===== src/rtl/axi_lite_pkg.sv =====
// Shared types and constants for the AXI4-Lite register slave.
// Write/read FSM state encodings and response codes.
package axi_lite_pkg;

    typedef enum logic [1:0] {
        WR_IDLE,
        WR_HAVE_A,
        WR_HAVE_D,
        WR_RESP
    } wr_state_t;

    typedef enum logic {
        RD_IDLE,
        RD_DATA
    } rd_state_t;

    localparam logic [1:0] RESP_OKAY   = 2'b00;
    localparam logic [1:0] RESP_SLVERR = 2'b10;

    localparam int ADDR_LSB_DEF = 2;

endpackage


===== src/rtl/axi_lite_reg_bank.sv =====
// Register storage with index decode, range check, write port
// and asynchronous read mux.
import axi_lite_pkg::*;

module axi_lite_reg_bank #(
    parameter int                   REG_WIDTH = 32,
    parameter int                   NUM_REGS  = 8,
    parameter int                   ADDR_LSB  = ADDR_LSB_DEF,
    parameter logic [REG_WIDTH-1:0] RESET_VAL = '0,
    localparam int                  IDX_W     = $clog2(NUM_REGS)
) (
    input  logic                          clk_i,
    input  logic                          rst_ni,
    input  logic                          we_i,
    input  logic [REG_WIDTH-1:0]          waddr_i,
    input  logic [REG_WIDTH-1:0]          wdata_i,
    input  logic [REG_WIDTH-1:0]          raddr_i,
    output logic [REG_WIDTH-1:0]          rdata_o,
    output logic                          rok_o,
    output logic                          wok_o,
    output logic [IDX_W-1:0]              widx_o,
    output logic [NUM_REGS*REG_WIDTH-1:0] regs_o
);

    localparam logic [IDX_W:0] NREG = NUM_REGS[IDX_W:0];

    logic [NUM_REGS-1:0][REG_WIDTH-1:0] regs_q;
    logic [IDX_W-1:0]                   ridx;
    logic                               unused_addr;

    // Upper address bits must be clear, else the access is out of range
    function automatic logic in_range(input logic [REG_WIDTH-1:0] a);
        logic [IDX_W:0] i;
        i = {1'b0, a[ADDR_LSB +: IDX_W]};
        return (i < NREG) && ((a >> (ADDR_LSB + IDX_W)) == '0);
    endfunction

    assign widx_o = waddr_i[ADDR_LSB +: IDX_W];
    assign ridx   = raddr_i[ADDR_LSB +: IDX_W];
    assign wok_o  = in_range(waddr_i);
    assign rok_o  = in_range(raddr_i);

    always_ff @(posedge clk_i) begin
        if (!rst_ni) begin
            regs_q <= {NUM_REGS{RESET_VAL}};
        end else if (we_i && wok_o) begin
            regs_q[widx_o] <= wdata_i;
        end
    end

    assign rdata_o     = rok_o ? regs_q[ridx] : '0;
    assign regs_o      = regs_q;
    assign unused_addr = &{1'b0, waddr_i, raddr_i};

endmodule


===== src/rtl/axi_lite_slave_regs.sv =====
// AXI4-Lite slave with independent read/write FSMs over a register bank.
// Optional RRESP/BRESP ports enabled by defining AXIL_RESP_EN.
import axi_lite_pkg::*;

module axi_lite_slave_regs #(
    parameter int                   REG_WIDTH = 32,
    parameter int                   NUM_REGS  = 8,
    parameter int                   ADDR_LSB  = ADDR_LSB_DEF,
    parameter logic [REG_WIDTH-1:0] RESET_VAL = '0,
    localparam int                  IDX_W     = $clog2(NUM_REGS)
) (
    input  logic                          ACLK,
    input  logic                          ARESETN,
    input  logic [REG_WIDTH-1:0]          ARADDR,
    input  logic                          ARVALID,
    output logic                          ARREADY,
    output logic [REG_WIDTH-1:0]          RDATA,
    output logic                          RVALID,
    input  logic                          RREADY,
    input  logic [REG_WIDTH-1:0]          AWADDR,
    input  logic                          AWVALID,
    output logic                          AWREADY,
    input  logic [REG_WIDTH-1:0]          WDATA,
    input  logic                          WVALID,
    output logic                          WREADY,
    output logic                          BVALID,
    input  logic                          BREADY,
`ifdef AXIL_RESP_EN
    output logic [1:0]                    RRESP,
    output logic [1:0]                    BRESP,
`endif
    output logic [NUM_REGS*REG_WIDTH-1:0] REGS_OUT,
    output logic                          WR_PULSE,
    output logic [IDX_W-1:0]              WR_IDX
);

    wr_state_t              wr_q, wr_d;
    rd_state_t              rd_q, rd_d;
    logic [REG_WIDTH-1:0]   awaddr_q, awaddr_d;
    logic [REG_WIDTH-1:0]   wdata_q, wdata_d;
    logic [REG_WIDTH-1:0]   rdata_q;
    logic                   wr_pulse_q;
    logic [IDX_W-1:0]       wr_idx_q;
    logic                   commit, ar_hs;
    logic [REG_WIDTH-1:0]   c_addr, c_data;
    logic [REG_WIDTH-1:0]   rd_data;
    logic                   rd_ok, wr_ok;
    logic [IDX_W-1:0]       wr_idx;

    axi_lite_reg_bank #(
        .REG_WIDTH (REG_WIDTH),
        .NUM_REGS  (NUM_REGS),
        .ADDR_LSB  (ADDR_LSB),
        .RESET_VAL (RESET_VAL)
    ) u_bank (
        .clk_i   (ACLK),
        .rst_ni  (ARESETN),
        .we_i    (commit),
        .waddr_i (c_addr),
        .wdata_i (c_data),
        .raddr_i (ARADDR),
        .rdata_o (rd_data),
        .rok_o   (rd_ok),
        .wok_o   (wr_ok),
        .widx_o  (wr_idx),
        .regs_o  (REGS_OUT)
    );

    // Commit happens on whichever edge completes the second handshake
    always_comb begin
        wr_d     = wr_q;
        awaddr_d = awaddr_q;
        wdata_d  = wdata_q;
        commit   = 1'b0;
        c_addr   = AWADDR;
        c_data   = WDATA;
        unique case (wr_q)
            WR_IDLE: begin
                if (AWVALID && WVALID) begin
                    commit = 1'b1;
                    wr_d   = WR_RESP;
                end else if (AWVALID) begin
                    awaddr_d = AWADDR;
                    wr_d     = WR_HAVE_A;
                end else if (WVALID) begin
                    wdata_d = WDATA;
                    wr_d    = WR_HAVE_D;
                end
            end
            WR_HAVE_A: begin
                c_addr = awaddr_q;
                if (WVALID) begin
                    commit = 1'b1;
                    wr_d   = WR_RESP;
                end
            end
            WR_HAVE_D: begin
                c_data = wdata_q;
                if (AWVALID) begin
                    commit = 1'b1;
                    wr_d   = WR_RESP;
                end
            end
            WR_RESP: begin
                if (BREADY) wr_d = WR_IDLE;
            end
            default: wr_d = WR_IDLE;
        endcase
    end

    always_comb begin
        rd_d  = rd_q;
        ar_hs = 1'b0;
        unique case (rd_q)
            RD_IDLE: begin
                if (ARVALID) begin
                    ar_hs = 1'b1;
                    rd_d  = RD_DATA;
                end
            end
            RD_DATA: begin
                if (RREADY) rd_d = RD_IDLE;
            end
            default: rd_d = RD_IDLE;
        endcase
    end

    always_ff @(posedge ACLK) begin
        if (!ARESETN) begin
            wr_q       <= WR_IDLE;
            rd_q       <= RD_IDLE;
            awaddr_q   <= '0;
            wdata_q    <= '0;
            rdata_q    <= '0;
            wr_pulse_q <= 1'b0;
            wr_idx_q   <= '0;
        end else begin
            wr_q       <= wr_d;
            rd_q       <= rd_d;
            awaddr_q   <= awaddr_d;
            wdata_q    <= wdata_d;
            wr_pulse_q <= commit && wr_ok;
            if (commit && wr_ok) wr_idx_q <= wr_idx;
            if (ar_hs) rdata_q <= rd_data;
        end
    end

`ifdef AXIL_RESP_EN
    logic [1:0] rresp_q, bresp_q;

    always_ff @(posedge ACLK) begin
        if (!ARESETN) begin
            rresp_q <= RESP_OKAY;
            bresp_q <= RESP_OKAY;
        end else begin
            if (ar_hs) rresp_q <= rd_ok ? RESP_OKAY : RESP_SLVERR;
            if (commit) bresp_q <= wr_ok ? RESP_OKAY : RESP_SLVERR;
        end
    end

    assign RRESP = rresp_q;
    assign BRESP = bresp_q;
`else
    logic unused_rd_ok;
    assign unused_rd_ok = rd_ok;
`endif

    assign ARREADY  = (rd_q == RD_IDLE);
    assign RVALID   = (rd_q == RD_DATA);
    assign RDATA    = rdata_q;
    assign AWREADY  = (wr_q == WR_IDLE) || (wr_q == WR_HAVE_D);
    assign WREADY   = (wr_q == WR_IDLE) || (wr_q == WR_HAVE_A);
    assign BVALID   = (wr_q == WR_RESP);
    assign WR_PULSE = wr_pulse_q;
    assign WR_IDX   = wr_idx_q;

endmodule


===== config.mk =====
export PLATFORM = sky130hd
export DESIGN_NAME = axi_lite_slave_regs
export DESIGN_NICKNAME = d
export VERILOG_FILES = /design/src/rtl/axi_lite_pkg.sv /design/src/rtl/axi_lite_reg_bank.sv /design/src/rtl/axi_lite_slave_regs.sv
export SDC_FILE = /design/constraint.sdc
export NUM_CORES = 1
export LEC_CHECK = 0
export BUFFER_PORTS_ARGS = -buffer_cell sky130_fd_sc_hd__buf_2
export CORE_MARGIN = 2
export CORE_UTILIZATION = 40
export CTS_CLUSTER_DIAMETER = 60
export CTS_CLUSTER_SIZE = 30
export DETAILED_ROUTE_END_ITERATION = 12
export GPL_ROUTABILITY_DRIVEN = 0
export PLACE_DENSITY = 0.63
export RECOVER_POWER = 100
export SYNTH_ARGS = -nofsm -noshare
export SYNTH_HDL_FRONTEND = slang
export SYNTH_SLANG_ARGS = --single-unit

===== constraint.sdc =====
create_clock -name ACLK -period 5.3 [get_ports ACLK]
set_input_delay 1.06 -clock ACLK [delete_from_list [all_inputs] [get_ports ACLK]]
set_output_delay 1.06 -clock ACLK [all_outputs]
set_load 0.02 [all_outputs]

After elaboration in Yosys (flattened, before gate mapping)
Index checks and enable logic that the tools add are counted.

operators by class
  order comparisons = 3
  equal/unequal tests = 7
  multiplexer cells = 23
  bitwise operators = 3
  reductions and logical operators = 11

operator list
  operator                                                            number
  bitwise mux 256 bit                                                 1
  2-to-1 mux 32 bit                                                   5
  binary-select mux 32 bit (select 3 bit)                             1
  demux 32 bit (select 3 bit)                                         1
  logical NOT 32 bit                                                  2
  2-to-1 mux 2 bit                                                    6
  less-than comparator 3 x 4 -> 1 bit (second input constant)         2
  one-hot mux 2 bit (4 select lines)                                  1
  AND reduction 4 bit                                                 2
  2-to-1 mux 1 bit                                                    6
  == test 2 bit (second input constant)                               2
  != test 2 bit (second input constant)                               2
  != test 4 bit (second input constant)                               1
  greater-or-equal comparator 3 x 1 -> 1 bit (second input constant)  1
  logical AND 1 bit                                                   3
  inverter 1 bit                                                      3
  one-hot mux 1 bit (3 select lines)                                  1
  AND reduction 3 bit                                                 1
  == test 2 x 1 -> 1 bit (second input constant)                      1
  logical NOT 2 bit                                                   1
  logical OR 1 bit                                                    2
  != test 2 x 1 -> 1 bit (second input constant)                      1
  one-hot mux 1 bit (2 select lines)                                  1

storage, ports and cells
  bits in registers = 359
  output and inout bits = 297
  word-level logic and storage cells = 62

Longest topological paths before layout
  word-level depth = 7
  gate-level depth with buffers = 10
  gate-level depth less buffers = 7

Cells and area by module
A second synthesis with hierarchy kept.

second synthesis, totals
  cells, all modules = 1,592
  area, all modules = 16,263.1 um^2

modules (own cells, without submodules)
  module               times used  cells each  area each (um^2)  sequential area each (um^2)
  axi_lite_reg_bank    1           1,048       11,537.3          5,124.9
  axi_lite_slave_regs  1           544         4,725.8           2,062.0

Least setup slack after synthesis
OpenSTA, ideal clock, no wires.

  path kind = input-to-reg
  from = in AWADDR[31]
  to = reg u_bank.regs_q, in the netlist u_bank.regs_o[10]
  library setup time = 0.126 ns
  arrival = 2.838 ns
  required time = 5.174 ns
  path slack = 2.337 ns
  cell stages on the path = 7
  buffers on the path = 2
  path through = or4_1 -> a21oi_2 -> o211ai_2 -> or4_1 -> buf_6 -> buf_12 -> mux2i_1

on the way
  cells in the longest elaborated chain, start to end = 3

ends and longest elaborated chain
  element                          line                       RTL
  from (decl)                      axi_lite_slave_regs.sv:20  input logic [REG_WIDTH-1:0] AWADDR,
  2-to-1 mux 32 bit                axi_lite_slave_regs.sv:77  unique case (wr_q)
  logical NOT 32 bit               axi_lite_reg_bank.sv:35    return (i < NREG) && ((a >> (ADDR_LSB + IDX_W)) == '0);
  logical AND 1 bit                axi_lite_reg_bank.sv:46    end else if (we_i && wok_o) begin
  to (signal assigned)             axi_lite_reg_bank.sv:45    regs_q <= {NUM_REGS{RESET_VAL}};
  to (signal, indexed assignment)  axi_lite_reg_bank.sv:47    regs_q[widx_o] <= wdata_i;
  to (decl)                        axi_lite_reg_bank.sv:27    logic [NUM_REGS-1:0][REG_WIDTH-1:0] regs_q;

No other way between the ends.
A chain may end at the register's enable or synchronous reset.

Worst setup path in the final report
  from = reg wr_q[1]
  to = reg u_bank.regs_q, in the netlist u_bank.regs_o[15]

on the way
  cells in the longest elaborated chain, start to end = 7

ends and longest elaborated chain
  element                                                                                                                  line                        RTL
  from (decl)                                                                                                              axi_lite_slave_regs.sv:37   wr_state_t wr_q, wr_d;
  from (signal assigned)                                                                                                   axi_lite_slave_regs.sv:138  wr_q <= wr_d;
  == test 2 x 1 -> 1 bit                                                                                                   axi_lite_slave_regs.sv:77
  2-to-1 mux 32 bit                                                                                                        axi_lite_slave_regs.sv:77
  less-than comparator 3 x 4 -> 1 bit (implied by the code) or greater-or-equal comparator 3 x 1 -> 1 bit (tied branches)  axi_lite_reg_bank.sv:47
  logical AND 1 bit (implied by the code)                                                                                  axi_lite_reg_bank.sv:47
  2-to-1 mux 32 bit (implied by the code)                                                                                  axi_lite_reg_bank.sv:47
  demux 32 bit (select 3 bit)                                                                                              --
  bitwise mux 256 bit                                                                                                      axi_lite_reg_bank.sv:47

Parallel ways exist; a longest one is shown, timed or not.

==> impl_metrics.ini <==
[outcome]
status = finished, violations left
violations = capacitance limit, slew limit

[critical_path]
cp_slowest_stage_delay_ns = 1.04
r2r_cells = 8
cp_data_arrival_time_ns = 4.64
cp-start-kind = register
setup.worst_path.class = reg -> reg
end_kind = register
reg2reg_from = wr_q[1]
crit_buf_inv = 3
crit_chain = inv_1 > ha_1 > clkbuf_1 > nand4b_1 > a221o_1 > or4_1 > clkbuf_2 > mux2i_1
r2r_slack_ns = 1.01
crit_family = buffers and inverters
path_max_fanout = 18
startpoint = wr_q[1]
path_depth = 8
worst_path_max_delay_cell = or4_1
r2r_end = u_bank.regs_o[15]
required_ns = 5.66
cp-endpoint = u_bank.regs_o[15]

[power_and_ir_drop]
power_density_nw_per_um2 = 343
irDropWorstVdd_mv = 0.213
power_leakage_nw = 8.28
finalPower_mw = 6.33

[synthesis]
synth_compound_area_share_pct = 5.03
netlist_top_cells_area = dfxtp_1, mux2i_1, nand2_1, mux4_2, mux2_2
synth_seq_area_share_pct = 46.2
yosys-top-cells-count = nand2_1, dfxtp_1, mux2i_1
synthMostInstantiatedCell = nand2_1
synthFlopType = dfxtp_1
synth.mux.area_fraction_pct = 30.6
syn_nets = 1609
synth-edff-count = 0
yosysUniqueCellTypes = 43
yosysWarnings = 0
synthesis.area_um2 = 15500
synth_adder_area_share_pct = 0.404
synth-simple-area-share_pct = 13.2
synth_cells = 1501
ys_seq_elements = 357
syn_avg_cell_area_um2 = 10.3
synth.top_cell.area_share_pct = 46.2
synth_top_family_by_area = multiplexers
async_reset_ff_share_pct = 0
yosysTopAreaCell = dfxtp_1
synthXorXnorAreaFrac_pct = 0

[floorplanning]
num_rows = 72
io_pins = 400
core_area_um2 = 38400
die_w_um = 201
dieArea_um2 = 40300
die_height_um = 201
start_util_pct = 40.3

[route]
routed_wl_mm = 48.4
routed.top_layer = met4
firstDrtPassIters = 5
drc = 0
drtIter0Drc = 583
postRouteAntennaNets = 0
via_per_inst = 5.23
wl_met1_mm = 21.6
dr_wl_met3_mm = 3.10
wl_met2_mm = 22.9
vias = 12500
wire_per_inst_um = 20.3

[cts]
cts_buffer_depth = 3
post_cts_buffers = 0
cts-htree-levels = 2
clkLatencyLatePin_ns = 0.53
cts_num_sinks = 357
hold_buffers = 0
cts_tree = done
clockRootBuffer = clkbuf_16
cts_buffers = 34
cts_resized = 0
clk_pin_slew_ns = 0.07

[sta]
timing.final.crit_share_pct = 80.9
max_freq_mhz = 233
skew_ns = 0.0391
rsz0062_at_grt = false
slew_viol_final = 124
worst_pin_slew_ns = 3.05
slew_headroom_pct = -104
hold_viol_final = 0
fin_ws_ns = 1.01
setup_viol = 0
totalNegativeSetupSlack_ns = 0
min_period_ns = 4.29

[placed_design]
dpl.cell_count = 2318
dpl.hpwl_mm = 32.0
dp_slack_ns = 1.28
port_buffers = 395

[layout]
final.fill_count = 3741
final_cell_count_no_fill = 2380
drive_above_1_share_pct = 14.8
syn2layout_area_growth_pct = 19.3
multi_input_area_um2 = 7610
seq_area_um2 = 7150
diodes = 0
fin_nets = 1944

[global_route]
grt_pass1_wl_mm = 73.2
antenna_found_initial = 0
grt_pass1_vias = 12000
grtUsageTotal_pct = 23.3
grt_overflow = 0
grt_start_max_net_pins = 148

[worst_hold_path]
hold_depth = 2
worstHoldPathType = reg -> reg
hp-start = awaddr_q[16]

[job]
max_cap_viol_count = 5
stage by stage:
step	utilization, %	hold slack, ns	instance area, µm²
3_3_place_gp	45.9	0.438	17600
6_report	48.1	0.452	18500
2_1_floorplan	-	0.431	15500
3_5_place_dp	45.9	0.445	17600
4_1_cts	49.3	0.454	18900
5_1_grt	48.1	0.472	18500
worst min path at each step:
stage / slack (ns) / to
floorplan: 0.43 / awaddr_q[16]
global placement: 0.44 / wdata_q[31]
detailed placement: 0.44 / awaddr_q[31]
CTS: 0.45 / awaddr_q[31]
global route: 0.47 / awaddr_q[6]
finish: 0.45 / awaddr_q[16]
worst register-to-register path, delay by kind of cell, from the launching register on:
family | cells | cell delay, ns
buffers and inverters | 3 | 1.37
AND/OR/NAND/NOR | 2 | 1.33
AO/OA/AOI/OAI | 1 | 0.50
flip-flops | 1 | 0.34
adder cells (fa/ha/maj) | 1 | 0.32
multiplexers | 1 | 0.27
per-layer routing:
| layer | GRT usage [%] | up-vias |
|---|---|---|
| met3 | 5.02 | 57 |
| met5 | 0 | - |
| met1 | 31.4 | 6127 |
| met2 | 38.5 | 370 |
| li1 | - | 5896 |
| met4 | 4.79 | 0 |
registers in the layout, summed over array words and instances, names as in the netlist:
signal,flops
u_bank.regs_o,256
RDATA,32
wdata_q,32
awaddr_q,30
WR_IDX,3
wr_q,2
RVALID,1
WR_PULSE,1
layout by cell type, fill, tap and decap left out, drive strengths merged, types with 3 or more instances in the layout:
| cell | instances |
|---|---|
| buf | 106 |
| nor4 | 13 |
| o21ai | 3 |
| mux2i | 290 |
| nand4b | 5 |
| mux4 | 64 |
| nor2 | 40 |
| clkinvlp | 3 |
| a2bb2oi | 32 |
| ha | 5 |
| clkbuf | 350 |
| or2 | 3 |
| clkinv | 7 |
| bufinv | 4 |
| nand2 | 419 |
| or4 | 7 |
| nor3 | 6 |
| inv | 15 |
| mux2 | 35 |
| a31oi | 4 |
| a21oi | 70 |
| dfxtp | 357 |
| nand3 | 4 |
cell type report:
class	count	share of cell area, %
Inverter	8	0.176
Sequential cell	357	38.7
Clock buffer	41	5.15
Clock inverter	21	1.75
Multi-Input combinational cell	1020	41.2
Timing Repair Buffer	415	9.53
Tap cell	518	3.51
where the power goes:
group | internal [mW] | leakage (nW) | switching, mW
logic | 0.301 | 4.79 | 0.552
registers | 2.74 | 2.88 | 0.0325
clock network | 1.54 | 0.609 | 1.17
total | 4.58 | 8.28 | 1.75
cell families after synthesis:
logic type / count (synthesis)
AOI/OAI and AO/OA: 120
adders and majority gates: 5
buffers and inverters: 124
DFF: 357
muxes: 389
and+or+nand+nor: 506
Note: power is estimated with default switching activity, not from simulation.
